### config.mk
export PLATFORM = sky130hd
export DESIGN_NAME = itlb_refill_ctrl
export DESIGN_NICKNAME = d
export VERILOG_FILES = /design/src/rtl/itlb_refill_ctrl.sv
export SDC_FILE = /design/constraint.sdc
export NUM_CORES = 1
export LEC_CHECK = 0
export BUFFER_PORTS_ARGS = -buffer_cell sky130_fd_sc_hd__buf_4
export CAP_MARGIN = 20
export CORE_UTILIZATION = 25
export CTS_CLUSTER_DIAMETER = 30
export DETAILED_ROUTE_END_ITERATION = 8
export GPL_TIMING_DRIVEN = 0
export PLACE_DENSITY = 0.57
export SETUP_SLACK_MARGIN = 0.5
export SLEW_MARGIN = 10
export SYNTH_ARGS = -nofsm -noshare
export SYNTH_HDL_FRONTEND = slang
export SYNTH_SLANG_ARGS = --single-unit
### constraint.sdc
create_clock -name clk_i -period 4.09 [get_ports clk_i]
set_input_delay 0 -clock clk_i [delete_from_list [all_inputs] [get_ports clk_i]]
set_output_delay 0 -clock clk_i [all_outputs]
set_load 0.02 [all_outputs]
### src/rtl/itlb_refill_ctrl.sv
// ITLB refill controller: detects lookup misses, issues page-table walks, picks a
// victim entry and drives the tag-array write port. Owns entry valid bits and RR pointer.
module itlb_refill_ctrl #(
  parameter int unsigned ENTRY_NUM = 8,
  parameter int unsigned VPN_WD    = 27,
  parameter int unsigned ASID_WD   = 16,
  parameter int unsigned PPN_WD    = 44
) (
  input  logic                 clk_i,
  input  logic                 rstn_i,
  input  logic                 tlb_flush_i,
  input  logic                 lookup_valid_i,
  input  logic [VPN_WD-1:0]    lookup_vpn_i,
  input  logic [ASID_WD-1:0]   lookup_asid_i,
  input  logic [ENTRY_NUM-1:0] entry_hit_i,
  output logic                 ptw_req_valid_o,
  input  logic                 ptw_req_ready_i,
  output logic [VPN_WD-1:0]    ptw_req_vpn_o,
  output logic [ASID_WD-1:0]   ptw_req_asid_o,
  input  logic                 ptw_resp_valid_i,
  input  logic                 ptw_resp_fault_i,
  input  logic [PPN_WD-1:0]    ptw_resp_ppn_i,
  input  logic                 ptw_resp_g_i,
  output logic [ENTRY_NUM-1:0] write_en_o,
  output logic [VPN_WD-1:0]    write_vpn_o,
  output logic [ASID_WD-1:0]   write_asid_o,
  output logic [PPN_WD-1:0]    write_ppn_o,
  output logic                 write_g_o,
  output logic [ENTRY_NUM-1:0] entry_valid_o,
  output logic                 miss_busy_o,
  output logic                 fault_o
);

  localparam int unsigned IDX_WD = $clog2(ENTRY_NUM);

  typedef enum logic [1:0] {S_IDLE, S_REQ, S_WAIT, S_WRITE} state_e;

  state_e               state_q, state_d;
  logic [VPN_WD-1:0]    vpn_q, vpn_d;
  logic [ASID_WD-1:0]   asid_q, asid_d;
  logic [PPN_WD-1:0]    ppn_q, ppn_d;
  logic                 g_q, g_d;
  logic [IDX_WD-1:0]    victim_q, victim_d;
  logic [IDX_WD-1:0]    rr_q, rr_d;
  logic [ENTRY_NUM-1:0] valid_q, valid_d;
  logic                 kill_q, kill_d;
  logic                 fault_q, fault_d;

  logic                 qual_hit;
  logic                 any_inv;
  logic [IDX_WD-1:0]    inv_idx;

  // Lowest-index invalid entry; scanning downward lets the lowest index win.
  always_comb begin
    any_inv = 1'b0;
    inv_idx = '0;
    for (int unsigned i = ENTRY_NUM; i > 0; i--) begin
      if (!valid_q[i-1]) begin
        any_inv = 1'b1;
        inv_idx = IDX_WD'(i-1);
      end
    end
  end

  assign qual_hit = |(entry_hit_i & valid_q);

  always_comb begin
    state_d  = state_q;
    vpn_d    = vpn_q;
    asid_d   = asid_q;
    ppn_d    = ppn_q;
    g_d      = g_q;
    victim_d = victim_q;
    rr_d     = rr_q;
    valid_d  = valid_q;
    fault_d  = 1'b0;

    unique case (state_q)
      S_IDLE: begin
        if (lookup_valid_i && !qual_hit && !tlb_flush_i) begin
          vpn_d   = lookup_vpn_i;
          asid_d  = lookup_asid_i;
          state_d = S_REQ;
        end
      end
      S_REQ: begin
        if (ptw_req_ready_i) state_d = S_WAIT;
      end
      S_WAIT: begin
        if (ptw_resp_valid_i) begin
          if (kill_q || tlb_flush_i) begin
            state_d = S_IDLE;
          end else if (ptw_resp_fault_i) begin
            fault_d = 1'b1;
            state_d = S_IDLE;
          end else begin
            ppn_d   = ptw_resp_ppn_i;
            g_d     = ptw_resp_g_i;
            state_d = S_WRITE;
            if (any_inv) begin
              victim_d = inv_idx;
            end else begin
              victim_d = rr_q;
              rr_d     = rr_q + IDX_WD'(1);
            end
          end
        end
      end
      S_WRITE: begin
        state_d = S_IDLE;
        if (!tlb_flush_i) valid_d[victim_q] = 1'b1;
      end
      default: state_d = S_IDLE;
    endcase

    if (tlb_flush_i) begin
      valid_d = '0;
      rr_d    = '0;
    end
    kill_d = (state_d == S_IDLE) ? 1'b0 : (kill_q | tlb_flush_i);
  end

  always_ff @(posedge clk_i or negedge rstn_i) begin
    if (!rstn_i) begin
      state_q  <= S_IDLE;
      vpn_q    <= '0;
      asid_q   <= '0;
      ppn_q    <= '0;
      g_q      <= 1'b0;
      victim_q <= '0;
      rr_q     <= '0;
      valid_q  <= '0;
      kill_q   <= 1'b0;
      fault_q  <= 1'b0;
    end else begin
      state_q  <= state_d;
      vpn_q    <= vpn_d;
      asid_q   <= asid_d;
      ppn_q    <= ppn_d;
      g_q      <= g_d;
      victim_q <= victim_d;
      rr_q     <= rr_d;
      valid_q  <= valid_d;
      kill_q   <= kill_d;
      fault_q  <= fault_d;
    end
  end

  assign ptw_req_valid_o = (state_q == S_REQ);
  assign ptw_req_vpn_o   = vpn_q;
  assign ptw_req_asid_o  = asid_q;
  // Flush must cancel the write in the very cycle it arrives, so it gates the enable directly.
  assign write_en_o      = (state_q == S_WRITE && !tlb_flush_i) ?
                           ({{(ENTRY_NUM-1){1'b0}}, 1'b1} << victim_q) : '0;
  assign write_vpn_o     = vpn_q;
  assign write_asid_o    = asid_q;
  assign write_ppn_o     = ppn_q;
  assign write_g_o       = g_q;
  assign entry_valid_o   = valid_q;
  assign miss_busy_o     = (state_q != S_IDLE);
  assign fault_o         = fault_q;

endmodule

==> results.json <==
{
  "cp-start-kind": "register",
  "cts_tree": "built",
  "p_leak_nw": 4.39,
  "yosysWarnings": 0,
  "r2r_start": "entry_valid_o[1]$_DFFE_PN0P_",
  "worst-slew-pin-transition_ns": 0.529,
  "fmax_ghz": 0.508,
  "stdcell_area_mm2": 0.00833,
  "cp_max_fo": 10,
  "synth_flop_cell": "dfrtp_1",
  "required_ns": 4.32,
  "num_rows": 50,
  "vias_per_cell": 4.05,
  "synthCells": 323,
  "ctsHtreeMaxLevel": 3,
  "vias": 3828,
  "post-route-period-util_pct": 48.1,
  "numCtsBuffers": 9,
  "synthArstFlopShare_pct": 100,
  "cap_violations": 0,
  "place_area_mm2": 0.00708,
  "drtPass1Iterations": 4,
  "die_area_mm2": 0.0200,
  "cts.sinks": 106,
  "worstSkewPairLatency_ns": 0.35,
  "die_h_um": 141,
  "path_class": "reg -> reg",
  "finClkSkew_ns": 0.0104,
  "wirelength_um": 13700,
  "pin_count": 253,
  "hpwl_um": 9460,
  "clockBufferDepth": 2,
  "ys_ff_latch": 106,
  "rsz0062_at_grt": "false",
  "status": "complete, no violations",
  "cts-resized-gates": 0,
  "post_cts_buffers": 0,
  "routabilityCongestion": 0.722,
  "arrival_ns": 2.20,
  "setup_slack_ns": 2.12,
  "ir_worst_vdd_uv": 283,
  "cts-root-buf": "clkbuf_16",
  "critPathCaptureType": "register",
  "power.density_mw_per_mm2": 724,
  "nets": 784,
  "final_common_cell": "buf_4",
  "drv_slew": 0,
  "setup_viol": 0,
  "die_w_um": 141,
  "n_antenna_cell": 0,
  "overflow": 0,
  "seq_area_frac_synth_pct": 54.6,
  "hold_ws_ns": 0.167,
  "hold_viol_final": 0,
  "antenna_found_initial": 0,
  "first_global_vias": 4083,
  "final_layout_size_suffix_gt1_share_pct": 60.4,
  "relSlewSlack_pct": 64.8,
  "synth_edf_count": 0,
  "gr-usage-all-layers_pct": 13.8,
  "syn_nets": 427,
  "final_cell_mix": "294 x buf_4, 106 x dfrtp_1, 93 x dlygate4sd3_1",
  "grt_max_degree": 107,
  "reg2reg_setup_slack_ns": 2.12,
  "ant_nets": 0,
  "start_util_pct": 25.7,
  "avgSynthCellArea_um2": 15.0,
  "dp_slack_ns": 2.11,
  "syn_area_mm2": 0.00486,
  "grt_pass1_wl_um": 21500,
  "area_delta_synth_final_pct": 71.6,
  "clkTransAtPathRegs_ns": 0.07,
  "reg2reg_depth": 5,
  "avgRoutedWirePerCell_um": 14.5,
  "drc": 0,
  "tns_ns": 0,
  "drt_iter0_markers": 102,
  "core_mm2": 0.0189,
  "synth_cell_types": 39,
  "worstReg2RegEnd": "ptw_req_vpn_o[9]$_DFFE_PN0P_",
  "fin_crit_ns": 1.97,
  "cts_hold_buf": 93,
  "io_buffer_count": 252,
  "hp-class": "in -> async"
}
[logic make-up (layout without fill, tap and decap cells)]
| kind of cell | after synthesis | after routing | synth area share (%) |
|---|---|---|---|
| fa+ha+maj | 1 | 1 | 0.258 |
| simple gates | 43 | 43 | 4.77 |
| buf+inv | 57 | 419 | 9.27 |
| flops | 106 | 106 | 54.6 |
| mux | 89 | 89 | 26.9 |
| compound gates | 26 | 26 | 4.04 |
| xor+xnor | 1 | 1 | 0.180 |
[cell usage after synthesis (2+ instances only)]
cell	n	share of area [%]
a22o_1	2	0.36
a21o_1	9	1.4
mux2_2	7	1.6
buf_4	43	6.6
inv_1	3	0.23
buf_6	10	2.3
mux2_4	81	25
nand2_1	9	0.70
nor3_1	2	0.21
dfrtp_1	106	55
nor2_1	16	1.2
a21oi_1	4	0.41
nand4_1	3	0.39
nand2b_1	3	0.39
[per-layer routing]
layer | part of all wire [%] | global-route usage [%] | up-vias
met5 | 0 | 0 | -
met4 | 1.8 | 5.43 | 0
met3 | 5.2 | 2.56 | 18
met2 | 51 | 24.3 | 167
met1 | 42 | 16.5 | 1855
li1 | - | - | 1788
[per-stage QoR]
stage	util (%)	power [mW]	instances
2_1_floorplan	-	3.73	323
3_3_place_gp	37.4	5.05	835
3_5_place_dp	37.5	5.08	835
4_1_cts	44.0	6.07	944
5_1_grt	44.1	6.33	945
6_report	44.1	6.03	945
[worst max-delay path, stage by stage (launching register included)]
cell	delay, ns
dfrtp_1	0.47
a22o_1	0.28
a221oi_2	0.25
nand4_4	0.29
buf_6	0.26
mux2_4	0.30
[how the worst max path moves through the flow]
stage	end	cells after the start	slack, ns	from
final	ptw_req_vpn_o[9]$_DFFE_PN0P_	5	2.12	entry_valid_o[1]$_DFFE_PN0P_
after global routing	write_en_o[1]	7	1.95	tlb_flush_i
after CTS	ptw_req_vpn_o[5]$_DFFE_PN0P_	5	2.10	entry_valid_o[1]$_DFFE_PN0P_
after detailed placement	ptw_req_vpn_o[1]$_DFFE_PN0P_	5	2.11	entry_valid_o[1]$_DFFE_PN0P_
after global placement	ptw_req_vpn_o[11]$_DFFE_PN0P_	5	2.12	entry_valid_o[1]$_DFFE_PN0P_
after floorplan	ptw_req_asid_o[10]$_DFFE_PN0P_	5	2.29	entry_valid_o[1]$_DFFE_PN0P_
[sequential cells by signal, indices dropped and copies added, names as in the netlist]
register,count
entry_valid_o,8
ptw_req_asid_o,16
state_q,2
kill_q,1
fault_o,1
ptw_req_vpn_o,27
rr_q,3
victim_q,3
write_g_o,1
write_ppn_o,44
[layout make-up]
cell class | instances | area (um^2)
fillers | 1735 | 10600
flip-flops and latches | 106 | 2650
inverters | 3 | 11.3
multi-input cells | 160 | 1750
clock inverters | 5 | 63.8
clock buffers | 11 | 233
repair buffers | 346 | 2850
well taps | 260 | 325
plain buffers | 54 | 439
[report_power, final]
part / total (mW) / internal (mW) / switching, mW
registers: 1.85 / 1.50 / 0.356
clock network: 0.883 / 0.481 / 0.402
logic: 3.30 / 1.82 / 1.48
total: 6.03 / 3.79 / 2.24
No activity file was read; power rests on OpenSTA's default activity.
